## src/rtl/fdc_seek_read.sv

```systemverilog
// Floppy controller seek/read sequencer: spins up the drive, steps the head to the
// target track, then optionally finds the target sector and strobes its data bytes.
module fdc_seek_read #(
    parameter int STEP_PULSE_CLKS = 16,
    parameter int SETTLE_MIN_CLKS = 4,
    parameter int MAX_STEPS       = 250,
    parameter int REVS_TIMEOUT    = 5,
    parameter int MOTOR_HOLD_CLKS = 1000000
) (
    input  logic        clk,
    input  logic        reset,
    input  logic        cmd_start,
    input  logic        cmd_seek_only,
    input  logic [7:0]  target_track,
    input  logic [4:0]  target_sector,
    output logic        select,
    output logic        motor_on,
    output logic        step_in,
    output logic        step_out,
    input  logic [7:0]  track,
    input  logic [4:0]  sector,
    input  logic        sector_hdr,
    input  logic        sector_data,
    input  logic        dclk_en,
    input  logic        ready,
    input  logic        index,
    output logic        busy,
    output logic        done,
    output logic        rnf,
    output logic        seek_err,
    output logic        byte_stb,
    output logic [10:0] byte_idx
);
    // state   | meaning
    // IDLE    | waiting for cmd_start, motor hold timer running
    // SPINUP  | drive selected, waiting for ready
    // COMPARE | head vs target decision
    // STEP    | one step line held high
    // SETTLE  | minimum settle time, then wait for ready
    // SEARCH  | looking for the target sector header
    // XFER    | strobing data bytes of the matched sector
    // FINISH  | one-cycle done pulse
    localparam int TMR_MAX = (STEP_PULSE_CLKS > SETTLE_MIN_CLKS) ? STEP_PULSE_CLKS : SETTLE_MIN_CLKS;
    localparam int TW = $clog2(TMR_MAX + 1);
    localparam int HW = $clog2(MOTOR_HOLD_CLKS + 1);
    localparam int RW = $clog2(REVS_TIMEOUT + 1);
    localparam logic [7:0] MAX_STEPS_L = 8'(MAX_STEPS);

    typedef enum logic [2:0] {IDLE, SPINUP, COMPARE, STEP, SETTLE, SEARCH, XFER, FINISH} state_t;

    state_t        state_q, state_d;
    logic          seek_only_q, seek_only_d;
    logic [7:0]    tgt_track_q, tgt_track_d;
    logic [4:0]    tgt_sector_q, tgt_sector_d;
    logic [7:0]    step_cnt_q, step_cnt_d;
    logic          dir_out_q, dir_out_d;
    logic [TW-1:0] tmr_q, tmr_d;
    logic [HW-1:0] hold_q, hold_d;
    logic [RW-1:0] rev_q, rev_d;
    logic [10:0]   idx_q, idx_d;
    logic          got_stb_q, got_stb_d;
    logic          rnf_q, rnf_d;
    logic          seek_err_q, seek_err_d;
    logic          index_prev_q, data_prev_q, hdr_prev_q;

    logic index_fall, data_fall, hdr_rise, stb;

    always_comb begin
        index_fall = index_prev_q & ~index;
        data_fall  = data_prev_q & ~sector_data;
        hdr_rise   = ~hdr_prev_q & sector_hdr;
        stb        = (state_q == XFER) && dclk_en && sector_data;

        state_d      = state_q;
        seek_only_d  = seek_only_q;
        tgt_track_d  = tgt_track_q;
        tgt_sector_d = tgt_sector_q;
        step_cnt_d   = step_cnt_q;
        dir_out_d    = dir_out_q;
        tmr_d        = tmr_q;
        hold_d       = hold_q;
        rev_d        = rev_q;
        idx_d        = idx_q;
        got_stb_d    = got_stb_q;
        rnf_d        = rnf_q;
        seek_err_d   = seek_err_q;

        case (state_q)
            IDLE: begin
                if (hold_q != '0) hold_d = hold_q - HW'(1);
                if (cmd_start) begin
                    seek_only_d  = cmd_seek_only;
                    tgt_track_d  = target_track;
                    tgt_sector_d = target_sector;
                    rnf_d        = 1'b0;
                    seek_err_d   = 1'b0;
                    step_cnt_d   = '0;
                    hold_d       = '0;
                    state_d      = SPINUP;
                end
            end
            SPINUP: if (ready) state_d = COMPARE;
            COMPARE: begin
                if (track == tgt_track_q) begin
                    if (seek_only_q) state_d = FINISH;
                    else begin
                        state_d = SEARCH;
                        rev_d   = '0;
                    end
                end else if (step_cnt_q == MAX_STEPS_L) begin
                    seek_err_d = 1'b1;
                    state_d    = FINISH;
                end else begin
                    if (step_cnt_q != 8'hFF) step_cnt_d = step_cnt_q + 8'd1;
                    dir_out_d = (tgt_track_q > track);
                    tmr_d     = TW'(STEP_PULSE_CLKS - 1);
                    state_d   = STEP;
                end
            end
            STEP: begin
                if (tmr_q == '0) begin
                    tmr_d   = TW'(SETTLE_MIN_CLKS);
                    state_d = SETTLE;
                end else tmr_d = tmr_q - TW'(1);
            end
            SETTLE: begin
                if (tmr_q != '0) tmr_d = tmr_q - TW'(1);
                else if (ready) state_d = COMPARE;
            end
            SEARCH: begin
                if (sector_hdr && sector == tgt_sector_q) begin
                    idx_d     = '0;
                    got_stb_d = 1'b0;
                    state_d   = XFER;
                end else if (index_fall) begin
                    if (rev_q == RW'(REVS_TIMEOUT - 1)) begin
                        rnf_d   = 1'b1;
                        state_d = FINISH;
                    end else rev_d = rev_q + RW'(1);
                end
            end
            XFER: begin
                if (stb) begin
                    idx_d     = idx_q + 11'd1;
                    got_stb_d = 1'b1;
                end
                // A fresh header before any data means the matched sector had no data field.
                if (got_stb_q && data_fall) state_d = FINISH;
                else if (!got_stb_q && hdr_rise) begin
                    rnf_d   = 1'b1;
                    state_d = FINISH;
                end
            end
            FINISH: begin
                hold_d  = HW'(MOTOR_HOLD_CLKS);
                state_d = IDLE;
            end
        endcase
    end

    always_ff @(posedge clk) begin
        if (reset) begin
            state_q      <= IDLE;
            seek_only_q  <= 1'b0;
            tgt_track_q  <= '0;
            tgt_sector_q <= '0;
            step_cnt_q   <= '0;
            dir_out_q    <= 1'b0;
            tmr_q        <= '0;
            hold_q       <= '0;
            rev_q        <= '0;
            idx_q        <= '0;
            got_stb_q    <= 1'b0;
            rnf_q        <= 1'b0;
            seek_err_q   <= 1'b0;
            index_prev_q <= 1'b0;
            data_prev_q  <= 1'b0;
            hdr_prev_q   <= 1'b0;
        end else begin
            state_q      <= state_d;
            seek_only_q  <= seek_only_d;
            tgt_track_q  <= tgt_track_d;
            tgt_sector_q <= tgt_sector_d;
            step_cnt_q   <= step_cnt_d;
            dir_out_q    <= dir_out_d;
            tmr_q        <= tmr_d;
            hold_q       <= hold_d;
            rev_q        <= rev_d;
            idx_q        <= idx_d;
            got_stb_q    <= got_stb_d;
            rnf_q        <= rnf_d;
            seek_err_q   <= seek_err_d;
            index_prev_q <= index;
            data_prev_q  <= sector_data;
            hdr_prev_q   <= sector_hdr;
        end
    end

    always_comb begin
        busy     = (state_q != IDLE) && (state_q != FINISH);
        done     = (state_q == FINISH);
        step_out = (state_q == STEP) && dir_out_q;
        step_in  = (state_q == STEP) && !dir_out_q;
        motor_on = (state_q != IDLE) || (hold_q != '0);
        select   = motor_on;
        rnf      = rnf_q;
        seek_err = seek_err_q;
        byte_stb = stb;
        byte_idx = idx_q;
    end
endmodule

```

## config.mk

```make
export PLATFORM = sky130hd
export DESIGN_NAME = fdc_seek_read
export DESIGN_NICKNAME = d
export VERILOG_FILES = /design/src/rtl/fdc_seek_read.sv
export SDC_FILE = /design/constraint.sdc
export NUM_CORES = 1
export LEC_CHECK = 0
export BUFFER_PORTS_ARGS = -buffer_cell sky130_fd_sc_hd__buf_2
export CELL_PAD_IN_SITES_DETAIL_PLACEMENT = 0
export CELL_PAD_IN_SITES_GLOBAL_PLACEMENT = 1
export CORE_MARGIN = 2
export CORE_UTILIZATION = 42
export CTS_BUF_LIST = sky130_fd_sc_hd__clkbuf_16
export DETAILED_ROUTE_END_ITERATION = 6
export PLACE_DENSITY = 0.9
export SLEW_MARGIN = 20
export SYNTH_ARGS = -nofsm -noshare
export SYNTH_HDL_FRONTEND = slang
export SYNTH_SLANG_ARGS = --single-unit
```

## constraint.sdc

```tcl
create_clock -name clk -period 2.79 [get_ports clk]
set_input_delay 0.558 -clock clk [delete_from_list [all_inputs] [get_ports clk]]
set_output_delay 0.558 -clock clk [all_outputs]
set_load 0.005 [all_outputs]
```

-- After elaboration in Yosys (flattened, before gate mapping)
Cells that the tools add are included.
W data, S select, Z words.
- output and inout port bits: 20
- bits of input ports: 35
- bits in registers: 71
- word-level logic and storage cells: 145
- equality and inequality tests: 35
- magnitude comparators: 1
- $add $sub $neg: 5
- reduce and logical (&&, ||, !) cells: 32
- bitwise gates (word level): 8
- multiplexer cells: 48
- operators with widths (cell ; number):
    $mux W3 ; 16
    $mux W20 ; 2
    $pmux W20 S2 ; 1
    $ne A2 B2 Y1 const B ; 17
    $mux W8 ; 4
    $pmux W3 S8 ; 1
    $mux W11 ; 2
    $pmux W11 S2 ; 1
    $mux W5 ; 4
    $reduce_bool A20 Y1 ; 1
    $sub A20 B1 Y20 const B ; 1
    $pmux W8 S2 ; 1
    $eq A3 B3 Y1 const B ; 5
    $pmux W5 S3 ; 1
    $ne A3 B3 Y1 const B ; 4
    $reduce_and A6 Y1 ; 2
    $add A11 B1 Y11 const B ; 1
    $mux W1 ; 10
    $reduce_bool A3 Y1 ; 3
    $add A8 B1 Y8 const B ; 1
    $eq A8 B8 Y1 ; 1
    $eq A8 B8 Y1 const B ; 1
    $gt A8 B8 Y1 ; 1
    $logic_and A1 B1 Y1 ; 8
    other kinds (25) ; 40

-- Depth between registers and ports, before layout
- depth after elaboration: 6
- gate-level depth with buffers: 9
- mapped depth without buffers: 7

-- Worst setup path after synthesis
OpenSTA, ideal clock, no wires.
- kind: register to output
- start: register hold_q[8]
- end: output port select
- path buffers: 2
- stages on the path, launching flop included: 6
- data arrival time: 1.564 ns
- setup slack: 0.668 ns
- required time: 2.232 ns
- cell sequence: dfxtp_1 or4_1 clkbuf_1 nor2_2 nand4_1 buf_4
- word-level cells in the longest chain between the ends: 2
- ends and longest elaborated chain (what ; RTL line ; RTL):
    start, declared ; 58 ; logic [HW-1:0] hold_q, hold_d;
    start signal, assigned ; 187 ; hold_q <= hold_d;
    $reduce_bool A20 Y1 ; 204 ; motor_on = (state_q != IDLE) || (hold_q != '0);
    $logic_or A1 B1 Y1 ; 204 ;
    end, declared ; 16 ; output logic select,
No other way between the ends.

-- Final worst setup path
- start: register hold_q[8]
- end: output port motor_on
- word-level cells in the longest chain between the ends: 2
- ends and longest elaborated chain (what ; RTL line ; RTL):
    $reduce_bool A20 Y1 ; 204 ;
    $logic_or A1 B1 Y1 ; 204 ;
    end, declared ; 17 ; output logic motor_on,
No other way between the ends.

==> impl_metrics.ini <==
[status]
status = complete, no violations

[clock_network]
numCtsBuffers = 9
cts_root_buf = clkbuf_16
ctsResizeCount = 0
cts.sinks = 71
cts_tree = done
ctsHoldBuffers = 0
postCtsSetupBuffers = 0
clockBufferDepth = 2
clock_latency_ns = 0.33
htreeDepth = 3
path_clk_slew_ns = 0.05

[sta]
worst_pin_slew_ns = 0.771
setup_viol = 0
worst_slack_ns = 0.185
finalMaxSlewViolations = 0
grt_setup_unrepaired = false
hold_viol = 0
fin_setup_tns_ns = 0
clock_skew_ns = 0.00623
fin_crit_ns = 2.61
period_share = 0.934
fmax_mhz = 384
slew_headroom = 0.482

[routing]
ant_nets = 0
vias_per_cell = 5.70
firstDrtPassIters = 4
num_vias = 3840
drt-wirelength-per-cell_um = 14.6
drt-total-wl_um = 9870
drcViolationCount = 0
drt_iter0_drc = 219

[global_route]
grt_pass1_vias = 3644
overflow = 0
grt_pass1_wl_um = 16800
antenna_found_initial = 0
grt_max_degree = 47
grt_util_all_layers = 0.204

[final_layout]
mostFrequentLayoutCells = 71 x dfxtp_1, 62 x nand2_1, 54 x buf_2
final_common_cell = dfxtp_1
nets = 610
antenna_cells = 0
post-route-util = 0.508
regArea_um2 = 1420
area_growth_pct = 18.3
drive_above_1_share = 0.178
fillers = 905
multi_input_comb_area_um2 = 2310

[pwr]
report.power.total_uw = 5020
peakVddDrop_mv = 0.944
leakage_uw = 0.00197
p_per_area_nw_per_um2 = 1080

[worst_setup_path]
cp-start-kind = flip-flop
cp.arrival_ns = 2.05
crit_type = reg2out
cp.required_ns = 2.23
rrSetupSlack_ns = 0.53
r2r_end = byte_idx[10]$_SDFFE_PP0P_
reg2reg_from = state_q[2]$_SDFFE_PP0P_
rr_worst_depth = 6
path_max_fanout = 8
crit_path_start = hold_q[8]$_SDFFE_PP0P_
end_kind = primary output

[logic_synthesis]
synth_cell_types = 60
ys_seq_area_frac = 0.360
synth_area_leaders = dfxtp_1 36%, a21oi_1 6.2%, nand2_1 5.9%, ha_1 5.1%, nor2_1 3.1%
synth_area_um2 = 3950
yosysWarnings = 0
yosys_most_used_dff = dfxtp_1
ys_seq_elements = 71
ys_async_sr_fraction = 0
synth_nets = 551
synth_cells = 500
synth-edff-count = 0
synth_top_area_share = 0.360
avgSynthCellArea_um2 = 7.90
yosysTopAreaCell = dfxtp_1

[floorplan]
initial_core_util = 0.429
io_pins = 55
rows = 35
die-area_um2 = 10200
die_h_um = 101
core-area_um2 = 9200
die_w_um = 101

[run]
drv_cap = 0

[min_path]
hold_path.class = reg2reg
holdPathStages = 2
min_from = tgt_track_q[3]$_SDFFE_PP0P_
min_to = tgt_track_q[3]$_SDFFE_PP0P_

[place]
routabilityCongestion = 0.856
place_hpwl_um = 7170
dp_slack_ns = 0.474
port_buffers = 54
[cell usage after synthesis (3+ instances only)]
| cell | instances |
|---|---|
| buf_2 | 5 |
| nand2_1 | 62 |
| nor2_1 | 33 |
| nor3_1 | 15 |
| o21ai_0 | 22 |
| inv_1 | 28 |
| nor4_1 | 12 |
| and3b_1 | 3 |
| o21a_1 | 7 |
| and3_1 | 7 |
| nand3b_1 | 4 |
| o31ai_1 | 6 |
| nand4_1 | 6 |
| a31oi_1 | 11 |
| nand2b_1 | 3 |
| mux2i_1 | 8 |
| xor2_1 | 8 |
| or4_1 | 10 |
| nor2b_1 | 4 |
| a21oi_1 | 49 |
| a311oi_1 | 5 |
| or3_1 | 13 |
| or2_2 | 7 |
| nand3_1 | 22 |
| nor3b_1 | 3 |
| o311ai_0 | 3 |
| dfxtp_1 | 71 |
| clkbuf_1 | 15 |
| ha_1 | 16 |
[cell families after synthesis]
| kind of cell | Yosys count | synth area share |
|---|---|---|
| flip-flops | 71 | 0.360 |
| multiplexers | 8 | 0.0203 |
| XOR/XNOR | 10 | 0.0222 |
| buffers and inverters | 54 | 0.0577 |
| AO/OA/AOI/OAI | 125 | 0.200 |
| AND/OR/NAND/NOR | 216 | 0.289 |
| adder cells (fa/ha/maj) | 16 | 0.0507 |
[per-layer routing]
layer  GRT usage  vias up  share of wire
li1            -     1937              -
met3      0.0333       12          0.040
met5           0        -              0
met4      0.0748        0          0.014
met1       0.269     1815           0.47
met2       0.338       76           0.47
[metrics by stage]
stage / hold slack [ns] / instance area, um2 / cells
floorplan: 0.420 / 3950 / 500
CTS: 0.459 / 4670 / 674
global placement: 0.436 / 4390 / 659
finish: 0.460 / 4670 / 674
global route: 0.470 / 4670 / 674
detailed placement: 0.454 / 4390 / 659
[critical path, stage by stage (launching register included)]
cell	delay, ns
dfxtp_1	0.35
or4_1	0.67
nor2_2	0.33
nand4_1	0.19
buf_2	0.17
[sequential cells by signal (all words and copies together), names as in the netlist]
signal,flops
got_stb_q,1
index_prev_q,1
seek_err,1
tgt_track_q,8
tgt_sector_q,5
step_cnt_q,8
hdr_prev_q,1
rev_q,3
dir_out_q,1
seek_only_q,1
state_q,3
tmr_q,5
rnf,1
byte_idx,11
data_prev_q,1
hold_q,20
[worst max-delay path by stage]
stage | to | slack, ns | depth (start not counted)
finish | motor_on | 0.18 | 4
global route | motor_on | 0.07 | 4
CTS | motor_on | 0.20 | 4
detailed placement | rev_q[2]$_SDFFE_PP0P_ | 0.47 | 9
global placement | step_cnt_q[4]$_SDFFE_PP0P_ | 0.53 | 5
floorplan | select | 0.67 | 5
[cell type report]
class	count	area share
multi-input combinational	375	0.494
timing repair buffer	73	0.0884
clock buffer	9	0.0482
tap	111	0.0297
inverter	29	0.0233
sequential	71	0.304
clock inverter	6	0.0115
[power by group]
part / switching [uW] / total (uW) / internal (uW) / leakage, uW
Combinational: 1480 / 2470 / 988 / 0.00125
Sequential: 230 / 1460 / 1230 / 0.000578
Clock: 418 / 1090 / 675 / 0.000138
Total: 2130 / 5020 / 2900 / 0.00197
Note: power is estimated with default switching activity, not from simulation.
